--- src/rtl/imem_loader_if.sv ---
`default_nettype none
// ============================================================================
// Module   : imem_loader_if
// Brief    : Byte-stream, instruction-memory write and CPU-control bundle.
// Revision : 1.0 - initial release
// ============================================================================
interface imem_loader_if #(
    parameter int ADDR_W = 10
);
    logic              start;
    logic              byte_valid;
    logic [7:0]        byte_data;
    logic              byte_ready;
    logic              mem_we;
    logic [ADDR_W-1:0] mem_waddr;
    logic [31:0]       mem_wdata;
    logic              cpu_hold;
    logic              rom_ce;
    logic              busy;
    logic              done;
    logic              err;

    // master: the loader itself; slave: byte source, memory and CPU side
    modport master (
        input  start,
        input  byte_valid,
        input  byte_data,
        output byte_ready,
        output mem_we,
        output mem_waddr,
        output mem_wdata,
        output cpu_hold,
        output rom_ce,
        output busy,
        output done,
        output err
    );

    modport slave (
        output start,
        output byte_valid,
        output byte_data,
        input  byte_ready,
        input  mem_we,
        input  mem_waddr,
        input  mem_wdata,
        input  cpu_hold,
        input  rom_ce,
        input  busy,
        input  done,
        input  err
    );
endinterface
`default_nettype wire

--- src/rtl/imem_loader.sv ---
`default_nettype none
// ============================================================================
// Module   : imem_loader
// Brief    : Boot loader writing a length-prefixed big-endian byte stream into
//            instruction memory while holding the CPU in reset.
// Revision : 1.0 - initial release
// ============================================================================
module imem_loader #(
    parameter int ADDR_W      = 10,
    parameter int TIMEOUT_CYC = 1000000
) (
    input wire            clk,
    input wire            rst,
    imem_loader_if.master bus
);
    localparam int                 c_TMO_W    = $clog2(TIMEOUT_CYC + 1);
    localparam logic [c_TMO_W-1:0] c_TMO_LAST = c_TMO_W'(TIMEOUT_CYC - 1);
    localparam logic [16:0]        c_DEPTH    = 17'(1 << ADDR_W);

    localparam logic [2:0] c_IDLE   = 3'd0;
    localparam logic [2:0] c_LEN_HI = 3'd1;
    localparam logic [2:0] c_LEN_LO = 3'd2;
    localparam logic [2:0] c_RX     = 3'd3;
    localparam logic [2:0] c_WR     = 3'd4;
    localparam logic [2:0] c_DONE   = 3'd5;
    localparam logic [2:0] c_ERR    = 3'd6;

    logic [2:0]         r_state;
    logic [2:0]         w_next;
    logic [15:0]        r_len;
    logic [ADDR_W-1:0]  r_idx;
    logic [23:0]        r_asm;
    logic [1:0]         r_bcnt;
    logic [c_TMO_W-1:0] r_tmo;
    logic [ADDR_W-1:0]  r_waddr;
    logic [31:0]        r_wdata;

    logic        w_ready;
    logic        w_we;
    logic        w_hold;
    logic        w_busy;
    logic        w_done;
    logic        w_err;
    logic        w_accept;
    logic        w_start_ok;
    logic [15:0] w_len_n;
    logic        w_len_bad;
    logic        w_last;
    logic        w_tmo_hit;

    assign w_accept   = bus.byte_valid && w_ready;
    assign w_start_ok = bus.start && ((r_state == c_IDLE) || (r_state == c_ERR));
    assign w_len_n    = {r_len[15:8], bus.byte_data};
    assign w_len_bad  = (w_len_n == 16'd0) || ({1'b0, w_len_n} > c_DEPTH);
    assign w_last     = (17'(r_idx) + 17'd1) == {1'b0, r_len};
    // Fires on the idle cycle that would bring the counter to TIMEOUT_CYC
    assign w_tmo_hit  = w_ready && !w_accept && (r_tmo == c_TMO_LAST);

    always_ff @(posedge clk) begin
        if (rst) begin
            r_state <= c_IDLE;
        end else begin
            r_state <= w_next;
        end
    end

    always_comb begin
        w_next = r_state;
        case (r_state)
            c_IDLE: begin
                if (bus.start) w_next = c_LEN_HI;
            end
            c_LEN_HI: begin
                if (w_tmo_hit)     w_next = c_ERR;
                else if (w_accept) w_next = c_LEN_LO;
            end
            c_LEN_LO: begin
                if (w_tmo_hit)     w_next = c_ERR;
                else if (w_accept) w_next = w_len_bad ? c_ERR : c_RX;
            end
            c_RX: begin
                if (w_tmo_hit)                          w_next = c_ERR;
                else if (w_accept && (r_bcnt == 2'd3))  w_next = c_WR;
            end
            c_WR: begin
                w_next = w_last ? c_DONE : c_RX;
            end
            c_DONE: begin
                w_next = c_IDLE;
            end
            c_ERR: begin
                if (bus.start) w_next = c_LEN_HI;
            end
            default: begin
                w_next = c_IDLE;
            end
        endcase
    end

    always_comb begin
        w_ready = 1'b0;
        w_we    = 1'b0;
        w_hold  = 1'b0;
        w_busy  = 1'b0;
        w_done  = 1'b0;
        w_err   = 1'b0;
        case (r_state)
            c_LEN_HI, c_LEN_LO, c_RX: begin
                w_ready = 1'b1;
                w_hold  = 1'b1;
                w_busy  = 1'b1;
            end
            c_WR: begin
                w_we   = 1'b1;
                w_hold = 1'b1;
                w_busy = 1'b1;
            end
            c_DONE: begin
                w_done = 1'b1;
            end
            c_ERR: begin
                // Memory is only partially written, so the CPU stays parked
                w_err  = 1'b1;
                w_hold = 1'b1;
            end
            default: begin
                w_hold = 1'b0;
            end
        endcase
    end

    always_ff @(posedge clk) begin
        if (rst) begin
            r_len   <= 16'd0;
            r_idx   <= '0;
            r_asm   <= 24'd0;
            r_bcnt  <= 2'd0;
            r_tmo   <= '0;
            r_waddr <= '0;
            r_wdata <= 32'd0;
        end else begin
            if (w_start_ok) begin
                r_idx <= '0;
                r_tmo <= '0;
            end else if (w_accept) begin
                r_tmo <= '0;
            end else if (w_ready) begin
                r_tmo <= r_tmo + c_TMO_W'(1);
            end

            if (w_accept) begin
                case (r_state)
                    c_LEN_HI: r_len[15:8] <= bus.byte_data;
                    c_LEN_LO: begin
                        r_len[7:0] <= bus.byte_data;
                        r_bcnt     <= 2'd0;
                    end
                    c_RX: begin
                        r_asm  <= {r_asm[15:0], bus.byte_data};
                        r_bcnt <= r_bcnt + 2'd1;
                        // Latch the write port here so it is stable for the WR cycle
                        if (r_bcnt == 2'd3) begin
                            r_waddr <= r_idx;
                            r_wdata <= {r_asm, bus.byte_data};
                        end
                    end
                    default: r_bcnt <= r_bcnt;
                endcase
            end

            if ((r_state == c_WR) && !w_last) begin
                r_idx <= r_idx + ADDR_W'(1);
            end
        end
    end

    assign bus.byte_ready = w_ready;
    assign bus.mem_we     = w_we;
    assign bus.mem_waddr  = r_waddr;
    assign bus.mem_wdata  = r_wdata;
    assign bus.cpu_hold   = w_hold;
    assign bus.rom_ce     = ~w_hold;
    assign bus.busy       = w_busy;
    assign bus.done       = w_done;
    assign bus.err        = w_err;

endmodule
`default_nettype wire
--- src/flat_wrapper.sv ---
// flat-port wrapper written by rule: the top's interface ports become plain ports
module imem_loader_flat 
#(
    parameter int ADDR_W      = 10,
    parameter int TIMEOUT_CYC = 1000000
)
  (clk, rst, bus_start, bus_byte_valid, bus_byte_data, bus_byte_ready, bus_mem_we, bus_mem_waddr, bus_mem_wdata, bus_cpu_hold, bus_rom_ce, bus_busy, bus_done, bus_err);
  imem_loader_if #(.ADDR_W(ADDR_W)) bus_i ();
  input wire clk;
  input wire rst;
  input wire logic [$bits(bus_i.start)-1:0] bus_start;
  input wire logic [$bits(bus_i.byte_valid)-1:0] bus_byte_valid;
  input wire logic [$bits(bus_i.byte_data)-1:0] bus_byte_data;
  output wire logic [$bits(bus_i.byte_ready)-1:0] bus_byte_ready;
  output wire logic [$bits(bus_i.mem_we)-1:0] bus_mem_we;
  output wire logic [$bits(bus_i.mem_waddr)-1:0] bus_mem_waddr;
  output wire logic [$bits(bus_i.mem_wdata)-1:0] bus_mem_wdata;
  output wire logic [$bits(bus_i.cpu_hold)-1:0] bus_cpu_hold;
  output wire logic [$bits(bus_i.rom_ce)-1:0] bus_rom_ce;
  output wire logic [$bits(bus_i.busy)-1:0] bus_busy;
  output wire logic [$bits(bus_i.done)-1:0] bus_done;
  output wire logic [$bits(bus_i.err)-1:0] bus_err;
  assign bus_i.start = bus_start;
  assign bus_i.byte_valid = bus_byte_valid;
  assign bus_i.byte_data = bus_byte_data;
  assign bus_byte_ready = bus_i.byte_ready;
  assign bus_mem_we = bus_i.mem_we;
  assign bus_mem_waddr = bus_i.mem_waddr;
  assign bus_mem_wdata = bus_i.mem_wdata;
  assign bus_cpu_hold = bus_i.cpu_hold;
  assign bus_rom_ce = bus_i.rom_ce;
  assign bus_busy = bus_i.busy;
  assign bus_done = bus_i.done;
  assign bus_err = bus_i.err;
  imem_loader #(.ADDR_W(ADDR_W), .TIMEOUT_CYC(TIMEOUT_CYC)) u_core (.clk(clk), .rst(rst), .bus(bus_i));
endmodule
--- config.mk ---
export PLATFORM = sky130hd
export DESIGN_NAME = imem_loader_flat
export DESIGN_NICKNAME = d
export VERILOG_FILES = /design/src/rtl/imem_loader_if.sv /design/src/rtl/imem_loader.sv /design/src/flat_wrapper.sv
export SDC_FILE = /design/constraint.sdc
export NUM_CORES = 1
export LEC_CHECK = 0
export ABC_AREA = 1
export BUFFER_PORTS_ARGS = -buffer_cell sky130_fd_sc_hd__buf_2
export CELL_PAD_IN_SITES_DETAIL_PLACEMENT = 0
export CELL_PAD_IN_SITES_GLOBAL_PLACEMENT = 1
export CORE_MARGIN = 5
export CORE_UTILIZATION = 45
export DETAILED_ROUTE_END_ITERATION = 7
export GPL_TIMING_DRIVEN = 0
export PLACE_DENSITY = 0.92
export RECOVER_POWER = 100
export SLEW_MARGIN = 5
export SYNTH_ARGS = -nofsm -noshare
export SYNTH_HDL_FRONTEND = slang
export SYNTH_SLANG_ARGS = --single-unit
--- constraint.sdc ---
create_clock -name clk -period 4.95 [get_ports clk]
set_input_delay 0.99 -clock clk [delete_from_list [all_inputs] [get_ports clk]]
set_output_delay 0.99 -clock clk [all_outputs]
set_load 0.02 [all_outputs]
[Yosys cells after proc, flatten, opt, wreduce, memory -nomap -nowiden]
Cells that the tools add are included.
Operators by class
  $add $sub $neg: 4
  magnitude comparators: 1
  equal/unequal tests: 13
  multiplexer cells: 19
  bitwise gates (word level): 1
  reductions and logical operators: 25
Operators by type and width (count)
  $mux W3: 9
  $add A20 B1 Y20 const B: 1
  $eq A20 B20 Y1 const B: 1
  $mux W10: 2
  $eq A17 B16 Y1: 1
  $gt A16 B11 Y1 const B: 1
  $logic_not A16 Y1: 1
  $pmux W3 S5: 1
  $add A10 B1 Y11 const B: 1
  $add A10 B1 Y10 const B: 1
  $eq A3 B3 Y1 const B: 3
  $ne A3 B1 Y1 const B: 3
  $reduce_and A2 Y1: 4
  $eq A3 B2 Y1 const B: 2
  $logic_and A1 B1 Y1: 6
  $mux W1: 6
  $reduce_or A3 Y1: 2
  $reduce_or A5 Y1: 1
  $pmux W2 S2: 1
  $reduce_and A4 Y1: 1
  $reduce_bool A2 Y1: 2
  $reduce_or A4 Y1: 1
  $eq A3 B1 Y1 const B: 1
  $logic_not A3 Y1: 1
  other kinds (8): 10
Word-level totals
  register bits: 117
  input port bits: 12
  output and inout bits: 49
  word-level logic and storage cells: 72

[Logic depth before layout (Yosys ltp)]
Gate-level depths: netlist (run 1).
  depth in word-level cells: 9
  gate-level depth with buffers: 14
  depth with buffers taken out: 14

[Least setup slack after synthesis (run 1)]
Ideal clock, no wire load.
  path type: flip-flop to output port
  from: register u_core.r_state[2]
  to: output bus_cpu_hold
  arrival: 1.511 ns
  data required time: 3.960 ns
  path slack: 2.449 ns
  stages on the path, launching flop included: 7
  path buffers: 1
  path through: dfxtp_1 -> nor2_2 -> nor2_4 -> buf_4 -> inv_1 -> nor2_1 -> inv_1
On the way
  longest elaborated chain between the ends: 3
  elaborated cells between the ends (all ways): 7
  classes of those cells: eq/ne: 5; mux: 1; reduce/logical: 1
RTL lines
  from (decl): line imem_loader.sv:28  | logic [2:0] r_state;
  from (signal assigned): line imem_loader.sv:61  | r_state <= c_IDLE;
  from (signal assigned): line imem_loader.sv:63  | r_state <= w_next;
  $eq A3 B2 Y1 (tied with other cells): line imem_loader.sv:107  | case (r_state)
  $reduce_or A5 Y1 (no line) (*)
  $mux W1 (*): line imem_loader.sv:107
  to (decl): line flat_wrapper.sv:18  | output wire logic [$bits(bus_i.cpu_hold)-1:0] bus_cpu_hold;
Mark *: on every way between the ends. The rest lies on a longest branch, timed or not.

[Worst setup path in the final report (run 1)]
  from: register u_core.r_state[1]
  to: register u_core.r_wdata[8], in the netlist u_core.bus.mem_wdata[8]
On the way
  longest elaborated chain between the ends: 5
  elaborated cells between the ends (all ways): 7
  classes of those cells: eq/ne: 3; mux: 1; reduce/logical: 3
RTL lines
  $eq A3 B2 Y1 (tied with other cells): line imem_loader.sv:107
  $reduce_or A3 Y1
  $mux W1: line imem_loader.sv:107
  $logic_and A1 B1 Y1: line imem_loader.sv:51  | assign w_accept = bus.byte_valid && w_ready;
  $reduce_and A3 Y1 (no line) (*)
  to (signal assigned): line imem_loader.sv:164  | r_wdata <= {r_asm, bus.byte_data};
  to (decl): line imem_loader.sv:36  | logic [31:0] r_wdata;
Marked as above.
A chain may end at the register's enable or synchronous reset.

==> results of run 1 <==
-- layout make-up --
class | instances | area, sq um
fill | 1095 | 5240
sequential | 117 | 2340
multi-input combinational | 478 | 2290
clock buffer | 21 | 470
inverter | 84 | 317
timing repair buffer | 59 | 233
tap | 143 | 179
clock inverter | 11 | 171
buffer | 30 | 124
-- synth_stat cells (all sizes together) (12+ instances only) --
master	n
nand2	110
inv	83
buf	17
o21ai	74
dfxtp	117
nand4	19
nor3	12
a21oi	79
nor2	104
clkbuf	13
a211oi	14
nand3	52
-- logic make-up after synthesis --
logic type	synth area share
compound gates	0.171
xor+xnor	0.00506
fa+ha+maj	0.00723
buf+inv	0.0924
flops	0.451
simple gates	0.273
-- sequential cells by signal, summed over array words and instances, names as in the netlist --
register and cells:
u_core.r_len 16, u_core.bus.mem_waddr 10, u_core.bus.mem_wdata 32, u_core.r_bcnt 2
u_core.r_asm 24, u_core.r_state 3, u_core.r_idx 10, u_core.r_tmo 20
-- critical path: stages, from the launching register on --
cell and delay, ns:
dfxtp_1 0.43, inv_1 0.10, nor2_1 0.30, inv_1 0.16, nor2_1 0.12, clkinv_1 0.10
nor2_1 0.53, clkinvlp_2 0.42, nor2_1 0.41, clkbuf_1 0.38, clkbuf_1 0.48, a211oi_1 0.16
-- metal layers --
| layer | vias up | global-route usage |
|---|---|---|
| met3 | 16 | 0.0553 |
| met1 | 2335 | 0.265 |
| met4 | 0 | 0.0544 |
| li1 | 2500 | - |
| met5 | - | 0 |
| met2 | 146 | 0.331 |
-- through the flow --
step	setup WS [ns]	hold WS, ns	cell area (sq um)	instances
after CTS	1.70	0.455	6300	943
after global placement	2.16	0.442	5660	911
final	1.21	0.456	6130	943
after detailed placement	2.16	0.448	5660	911
after floorplan	2.45	0.430	5190	709
after global routing	0.800	0.485	6130	943
-- worst paths after layout --
check / end / slack, ns / cells after the start
max: u_core.bus.mem_wdata[8] / 1.21 / 11
max reg2reg: u_core.bus.mem_wdata[8] / 1.21 / 11
min: u_core.bus.mem_wdata[31] / 0.46 / 2
min reg2reg: u_core.bus.mem_wdata[31] / 0.46 / 2
-- report_power, final --
group / leakage, nW / switching, W / total, W / internal (W)
Combinational: 1.18 / 0.000330 / 0.000459 / 0.000129
Clock: 0.310 / 0.000440 / 0.00132 / 0.000884
Sequential: 0.944 / 0.0000493 / 0.00104 / 0.000994
==> summary.txt, run 1 <==
Critical path
  • CP arrival: 4.01 ns
  • CP startpoint kind: flip-flop
  • CP Max Fanout: 10
  • CP startpoint: u_core.r_state[1]
  • Critical Path Sink Type: flip-flop
  • WP data required: 5.22 ns
  • Critical R2R Launch: u_core.r_state[1]
  • WS Path Type: reg2reg

Detailed routing
  • Met1 Wirelength: roughly 6.3 mm
  • DR top layer: met4
  • Drt via density: about 5.3
  • Number of DRC markers in iteration 0: approximately 500
  • Met2 routed WL: just under 7 mm
  • Post-route DRC: 0
  • Final wirelength: 14.0 mm
  • DR WL/cell: 14.8 microns
  • Detailed Routing Iterations Pass 1: 7
  • Met3 WL: approximately 750 microns
  • ANT nets after route: 0
  • Routed vias: 4997

Clock network
  • Hold-fix buffers, CTS: 0
  • TritonCTS buffer count: 17
  • Resized Gates After CTS: 0
  • Clk Latency, worst-skew pair: around 0.41 ns
  • H-tree levels: 4
  • Root Buffer: clkbuf_16
  • TritonCTS clock tree: yes
  • Clock slew at reported path FFs: around 0.06 ns
  • Max clock buf depth: 2
  • CTS Sinks: approximately 120
  • Post-CTS setup buffers: 0

Job
  • Maxcap violations: 0

Cells and area
  • Nets: approximately 800
  • # diodes: 0
  • Share of layout cells above drive strength 1: 0.0763
  • Leading cell type in the layout, fill and taps excluded: dfxtp_1
  • Commonest cells after routing, fill and taps aside: dfxtp_1 (117), nand2_1 (109), nor2_1 (98)
  • Layout overhead on the synthesized area: 18.2%
  • Fin util: 0.539

Synthesis
  • Synthesized area: around 5200 sq um
  • Net Count, Synth: 724
  • Most used DFF post-synth: dfxtp_1
  • Seq/Total Area, Yosys: 0.451
  • Yosys top cell area share: 0.451
  • Yosys reg bits: ~120
  • Synth async-reset ratio: 0
  • Cells after Synth: approximately 700
  • Yosys cell types: 35
  • Mean Syn Cell Area: between 7 and 8 sq um
  • Warnings from Yosys: 0
  • Yosys top cell by area: dfxtp_1
  • Synth area leaders: dfxtp_1 (45%), nand2_1 (7.9%), a21oi_1 (7.6%)
  • EDFF count, synth: 0

Die
  • Die H: about 120 microns
  • Die Footprint: 13800 sq um
  • Die Width: approximately 120 microns
  • Rows: 39
  • # IOs: between 60 and 70
  • Starting density of the core: 0.456
  • Core ar.: ~11000 sq um

Pwr
  • Pwr/cell area: roughly 460 nW/um^2
  • Maximum vdd drop: approximately 360 uV
  • Leakage: between 2 and 2.5 nW
  • Final Power: roughly 0.0028 W

Min path
  • Hold Crit Class: reg2reg
  • HP Start: u_core.r_asm[23]

Global route
  • Tot GR Track Use: 0.203
  • Total gr overflow: 0
  • Initial antenna violation count: 0
  • First-pass GRT wire length: approximately 23 mm
  • Number of global-route vias before repair: roughly 4700
  • Largest net degree at the start of global routing: 17

STA
  • Setup TNS: 0 ns
  • Fin crit period: 3.74 ns
  • Final hold vios: 0
  • Unrepaired setup endpoints after global routing: no
  • Final setup vio count: 0
  • Final Cycle Share: 0.756
  • Slew @ Worst Pin: 0.680 ns
  • Worst rel slew slack: 0.545
  • Skew final: around 0.0081 ns
  • Slew Viols, Final: 0
  • Achievable Freq: around 0.27 GHz

Outcome
  • Status: complete, no violations

Place
  • GPL Wtd Cong: about 0.9
  • Post-DP HPWL: 10.1 mm
  • Port bufs: 59
No activity file was read; power rests on OpenSTA's default activity.
==> run 2, diff against run 1 <==
--- a/config.mk
+++ b/config.mk
@@ -10,10 +10,10 @@
 export CELL_PAD_IN_SITES_DETAIL_PLACEMENT = 0
 export CELL_PAD_IN_SITES_GLOBAL_PLACEMENT = 1
 export CORE_MARGIN = 5
-export CORE_UTILIZATION = 45
+export CORE_UTILIZATION = 42
 export DETAILED_ROUTE_END_ITERATION = 7
 export GPL_TIMING_DRIVEN = 0
-export PLACE_DENSITY = 0.92
+export PLACE_DENSITY = 0.87
 export RECOVER_POWER = 100
 export SLEW_MARGIN = 5
 export SYNTH_ARGS = -nofsm -noshare
==> constraint.sdc (replaced) <==
create_clock -name clk -period 3.72 [get_ports clk]
set_input_delay 0.744 -clock clk [delete_from_list [all_inputs] [get_ports clk]]
set_output_delay 0.744 -clock clk [all_outputs]
set_load 0.02 [all_outputs]
==> run 2 against run 1 <==
Against the previous run: critical path depth did not move; clock skew rose by 0.0011 ns; combinational power rose by 33%; count of clock-buffer cells in the layout rose by 1; register-to-register slack got worse by 0.62 ns; via count fell by 1.7%; critical endpoint is now u_core.bus.mem_wdata[10].
==> summary.txt, run 2 (synthesis gave the netlist of run 1 again) <==
Outcome
  • Status: complete, no violations

Place
  • Port bufs: 59
  • Inst Count DP: 936
  • Post-DP HPWL: between 10 and 15 mm
  • GPL Wtd Cong: ~0.86

STA
  • Unrepaired setup endpoints after global routing: no
  • Achievable Freq: between 0.3 and 0.4 GHz
  • Final hold vios: 0
  • Skew final: a little over 0.009 ns
  • Slew Viols, Final: 0
  • Worst rel slew slack: 0.549
  • Final Cycle Share: 0.841
  • Final setup vio count: 0
  • Slew @ Worst Pin: 0.676 ns
  • Setup TNS: 0 ns
  • Fin crit period: 3.13 ns

Clock network
  • Clock slew at reported path FFs: about 0.050 ns
  • TritonCTS clock tree: yes
  • Max clock buf depth: 2
  • Hold-fix buffers, CTS: 0
  • Post-CTS setup buffers: 0
  • Clk Latency, worst-skew pair: approximately 0.42 ns
  • H-tree levels: 4
  • Resized Gates After CTS: 0
  • TritonCTS buffer count: 17
  • Root Buffer: clkbuf_16
  • CTS Sinks: 117

Global route
  • Tot GR Track Use: 0.199
  • Largest net degree at the start of global routing: 17
  • First-pass GRT wire length: 23.1 mm
  • Total gr overflow: 0
  • Number of global-route vias before repair: 4763
  • Initial antenna violation count: 0

Critical path
  • WP data required: 3.98 ns
  • CP Max Fanout: 10
  • CP startpoint kind: flip-flop
  • CP arrival: 3.39 ns
  • R2R depth: 11
  • WS Path Type: reg2reg
  • Critical Path Sink Type: flip-flop

Cells and area
  • Leading cell type in the layout, fill and taps excluded: dfxtp_1
  • # diodes: 0
  • Fin cells: 967
  • Max reg flops: 32
  • Nets: 802
  • Share of layout cells above drive strength 1: 0.0826
  • Layout overhead on the synthesized area: 18.1%
  • Commonest cells after routing, fill and taps aside: dfxtp_1 (117), nand2_1 (109), nor2_1 (98)

Detailed routing
  • Post-route DRC: 0
  • Routed vias: between 4000 and 5000
  • Drt via density: 5.08
  • Final wirelength: 14.0 mm
  • Number of DRC markers in iteration 0: slightly below 400
  • ANT nets after route: 0
  • Detailed Routing Iterations Pass 1: 5
  • DR WL/cell: around 14 microns

Pwr
  • Maximum vdd drop: 318 uV
  • Pwr/cell area: between 500 and 600 nW/um^2
  • Leakage: approximately 2.5 nW

Min path
  • Hold Crit Class: reg2reg
  • WHS Path Cells: 2

Die
  • # IOs: 61
  • Starting density of the core: 0.430
  • Die Footprint: 14700 sq um
  • Rows: 40
  • Die H: ~120 microns
  • Core ar.: 12100 sq um
  • Die Width: roughly 120 microns

Job
  • Maxcap violations: 0
==> run 2: cell type report <==
cell class | count | area (sq um)
fill | 1239 | 5940
sequential | 117 | 2340
multi-input combinational | 478 | 2300
clock buffer | 22 | 464
inverter | 84 | 317
timing repair buffer | 59 | 234
tap | 168 | 210
buffer | 30 | 151
clock inverter | 9 | 104
==> run 2: worst max-delay path, cell delays in order, from the launching register on <==
cell and delay [ns]:
dfxtp_1 0.43, inv_1 0.10, nor2_1 0.32, inv_1 0.16, nor2_1 0.14, inv_2 0.06
nor2_1 0.50, clkinvlp_2 0.53, nor2_8 0.23, buf_6 0.16, buf_2 0.24, a211oi_1 0.11
==> run 2: layer usage <==
| metal | GRT usage | up-vias | routed length (microns) |
|---|---|---|---|
| li1 | - | 2501 | - |
| met3 | 0.0434 | 22 | 558 |
| met4 | 0.0896 | 0 | 332 |
| met1 | 0.260 | 2285 | 6560 |
| met5 | 0 | - | 0 |
| met2 | 0.314 | 104 | 6530 |
==> run 2: final timing paths <==
check	startpoint	slack (ns)	end
min reg2reg	u_core.r_asm[23]	0.46	u_core.r_asm[23]
max	u_core.r_state[1]	0.59	u_core.bus.mem_wdata[10]
min	u_core.r_asm[23]	0.46	u_core.r_asm[23]
max reg2reg	u_core.r_state[1]	0.59	u_core.bus.mem_wdata[10]
==> run 2: report_power, final <==
group          switching, W  internal [W]  leakage, nW
logic              0.000440      0.000170         1.25
clock network      0.000562       0.00101        0.276
registers         0.0000624       0.00132        0.944
==> run 2: metrics by stage <==
| step | setup slack (ns) | utilization | hold WS (ns) | instance area [sq um] | total power [W] |
|---|---|---|---|---|---|
| 2_1_floorplan | 1.47 | - | 0.430 | 5190 | 0.00188 |
| 3_3_place_gp | 1.16 | 0.472 | 0.444 | 5690 | 0.00205 |
| 3_5_place_dp | 1.14 | 0.472 | 0.451 | 5690 | 0.00207 |
| 4_1_cts | 0.689 | 0.519 | 0.459 | 6260 | 0.00364 |
| 5_1_grt | 0.291 | 0.508 | 0.479 | 6130 | 0.00375 |
| 6_report | 0.591 | 0.508 | 0.462 | 6130 | 0.00357 |
==> run 3, diff against run 2 <==
==> constraint.sdc (replaced) <==
create_clock -name clk -period 3.2 [get_ports clk]
set_input_delay 0.64 -clock clk [delete_from_list [all_inputs] [get_ports clk]]
set_output_delay 0.64 -clock clk [all_outputs]
set_load 0.02 [all_outputs]
==> run 3 against run 2 <==
Against the previous run: sequential cell count unchanged; largest cell class unchanged; clock skew down 0.00068 ns; die area stayed put; critical endpoint is now bus_rom_ce; global-route usage unchanged.
==> summary.txt, run 3 (synthesis gave the netlist of run 1 again) <==
Cells and area
  • Nets: approximately 800
  • Leading cell type in the layout, fill and taps excluded: dfxtp_1
  • Filler cells: between 1000 and 1500
  • Commonest cells after routing, fill and taps aside: dfxtp_1 (117), nand2_1 (109), nor2_1 (98)
  • # diodes: 0
  • Share of layout cells above drive strength 1: 0.0788
  • Max reg flops: 32
  • Layout overhead on the synthesized area: 18.0%

Die
  • Core ar.: 12100 sq um
  • Starting density of the core: 0.430
  • Die H: about 120 microns
  • # IOs: between 60 and 70
  • Rows: 40
  • Die Width: about 120 microns
  • Die Footprint: about 15000 sq um

Min path
  • Hold Crit Class: reg2reg

Global route
  • GR Layer Usage met3: 0.0434
  • First-pass GRT wire length: 23.1 mm
  • GR Util met1: 0.260
  • Gr busiest metal: met2
  • GRT met2 Usage: 0.314
  • Largest net degree at the start of global routing: 17
  • Number of global-route vias before repair: approximately 4800
  • Initial antenna violation count: 0
  • Tot GR Track Use: 0.199
  • Total gr overflow: 0

STA
  • Final setup vio count: 0
  • Slew @ Worst Pin: 0.714 ns
  • Final hold vios: 0
  • Skew final: around 0.0085 ns
  • Final Cycle Share: 0.912
  • Achievable Freq: 0.343 GHz
  • Fin crit period: around 3 ns
  • Unrepaired setup endpoints after global routing: no
  • Slew Viols, Final: 0
  • Worst rel slew slack: 0.522
  • Setup TNS: 0 ns

Pwr
  • Switch share: 0.298
  • Clk pwr share: 0.441
  • Leakage: around 2.5 nW
  • Maximum vdd drop: approximately 370 uV
  • Cell Int Power: a little under 0.003 W
  • NetSw: between 0.001 and 0.0015 W
  • Final Power: roughly 0.0041 W
  • Register share of total power: 0.388
  • Combinational share of power: 0.171
  • Pwr/cell area: around 680 nW/um^2

Detailed routing
  • Final wirelength: roughly 14 mm
  • Post-route DRC: 0
  • DR WL/cell: approximately 14 microns
  • Drt via density: 5.09
  • Routed vias: between 4000 and 5000
  • Detailed Routing Iterations Pass 1: 5
  • ANT nets after route: 0
  • Number of DRC markers in iteration 0: between 300 and 400

Clock network
  • Post-CTS setup buffers: 0
  • TritonCTS buffer count: 17
  • CTS Sinks: 117
  • Max clock buf depth: 2
  • Hold-fix buffers, CTS: 0
  • Clk Latency, worst-skew pair: ~0.42 ns
  • Clock slew at reported path FFs: 0.05 ns
  • H-tree levels: 4
  • Resized Gates After CTS: 0
  • TritonCTS clock tree: yes
  • Root Buffer: clkbuf_16

Critical path
  • WS Path Type: reg2out
  • CP startpoint kind: flip-flop
  • CP arrival: 2.28 ns
  • Critical Path Sink Type: primary output
  • CP Max Fanout: 10
  • WP data required: 2.56 ns

Job
  • Maxcap violations: 0

Place
  • GPL Wtd Cong: about 0.86
  • Port bufs: a little under 60
  • Post-DP HPWL: between 10 and 15 mm

Outcome
  • Status: complete, no violations
run 3: cell types whose count changed in the layout (fill, tap and decap cells not counted), sizes merged:
| cell | delta |
|---|---|
| buf | -3 |
| clkbuf | +3 |
| clkinv | +1 |
| clkinvlp | -1 |
run 3: cell type report:
type / instances / area, sq um / area share
multi-input cells: 478 / 2300 / 0.376
clock buffers: 22 / 464 / 0.0758
plain buffers: 30 / 149 / 0.0243
well taps: 168 / 210 / 0.0343
clock inverters: 9 / 104 / 0.0170
flip-flops and latches: 117 / 2340 / 0.382
inverters: 84 / 318 / 0.0519
repair buffers: 59 / 234 / 0.0382
run 3: final timing paths:
path | startpoint | end | slack [ns] | cells past startpoint
max reg2reg | u_core.r_state[1] | u_core.bus.mem_wdata[22] | 0.42 | 12
min reg2reg | u_core.r_asm[23] | u_core.r_asm[23] | 0.46 | 2
max | u_core.r_state[0] | bus_rom_ce | 0.28 | 7
min | u_core.r_asm[23] | u_core.r_asm[23] | 0.46 | 2
run 3: power groups by stage:
stage          logic (W)  clock network (W)  registers (W)
2_1_floorplan   0.000571                  0        0.00162
3_3_place_gp    0.000742                  0        0.00164
3_5_place_dp    0.000760                  0        0.00164
4_1_cts         0.000766            0.00185        0.00161
5_1_grt         0.000803            0.00193        0.00162
6_report        0.000710            0.00183        0.00161
run 3: per-layer routing:
metal	share of wire	wire, microns
met1	0.47	6520
met2	0.46	6460
met3	0.044	606
met4	0.024	336
met5	0	0
run 3: critical path, cell delays in order (launching register included):
cell and delay, ns:
dfxtp_1 0.34, inv_1 0.16, nor2_1 0.08, nor2_1 0.30, clkbuf_1 0.42, inv_1 0.17
nor2_1 0.15, clkbuf_1 0.24
run 3: through the flow:
step / hold slack [ns] / cells / util / instance area, sq um / setup slack (ns)
floorplan: 0.430 / 709 / - / 5190 / 1.05
global placement: 0.444 / 936 / 0.472 / 5690 / 0.743
detailed placement: 0.451 / 936 / 0.472 / 5690 / 0.726
CTS: 0.459 / 967 / 0.519 / 6260 / 0.273
global route: 0.479 / 967 / 0.508 / 6120 / 0.0611
finish: 0.457 / 967 / 0.508 / 6120 / 0.282
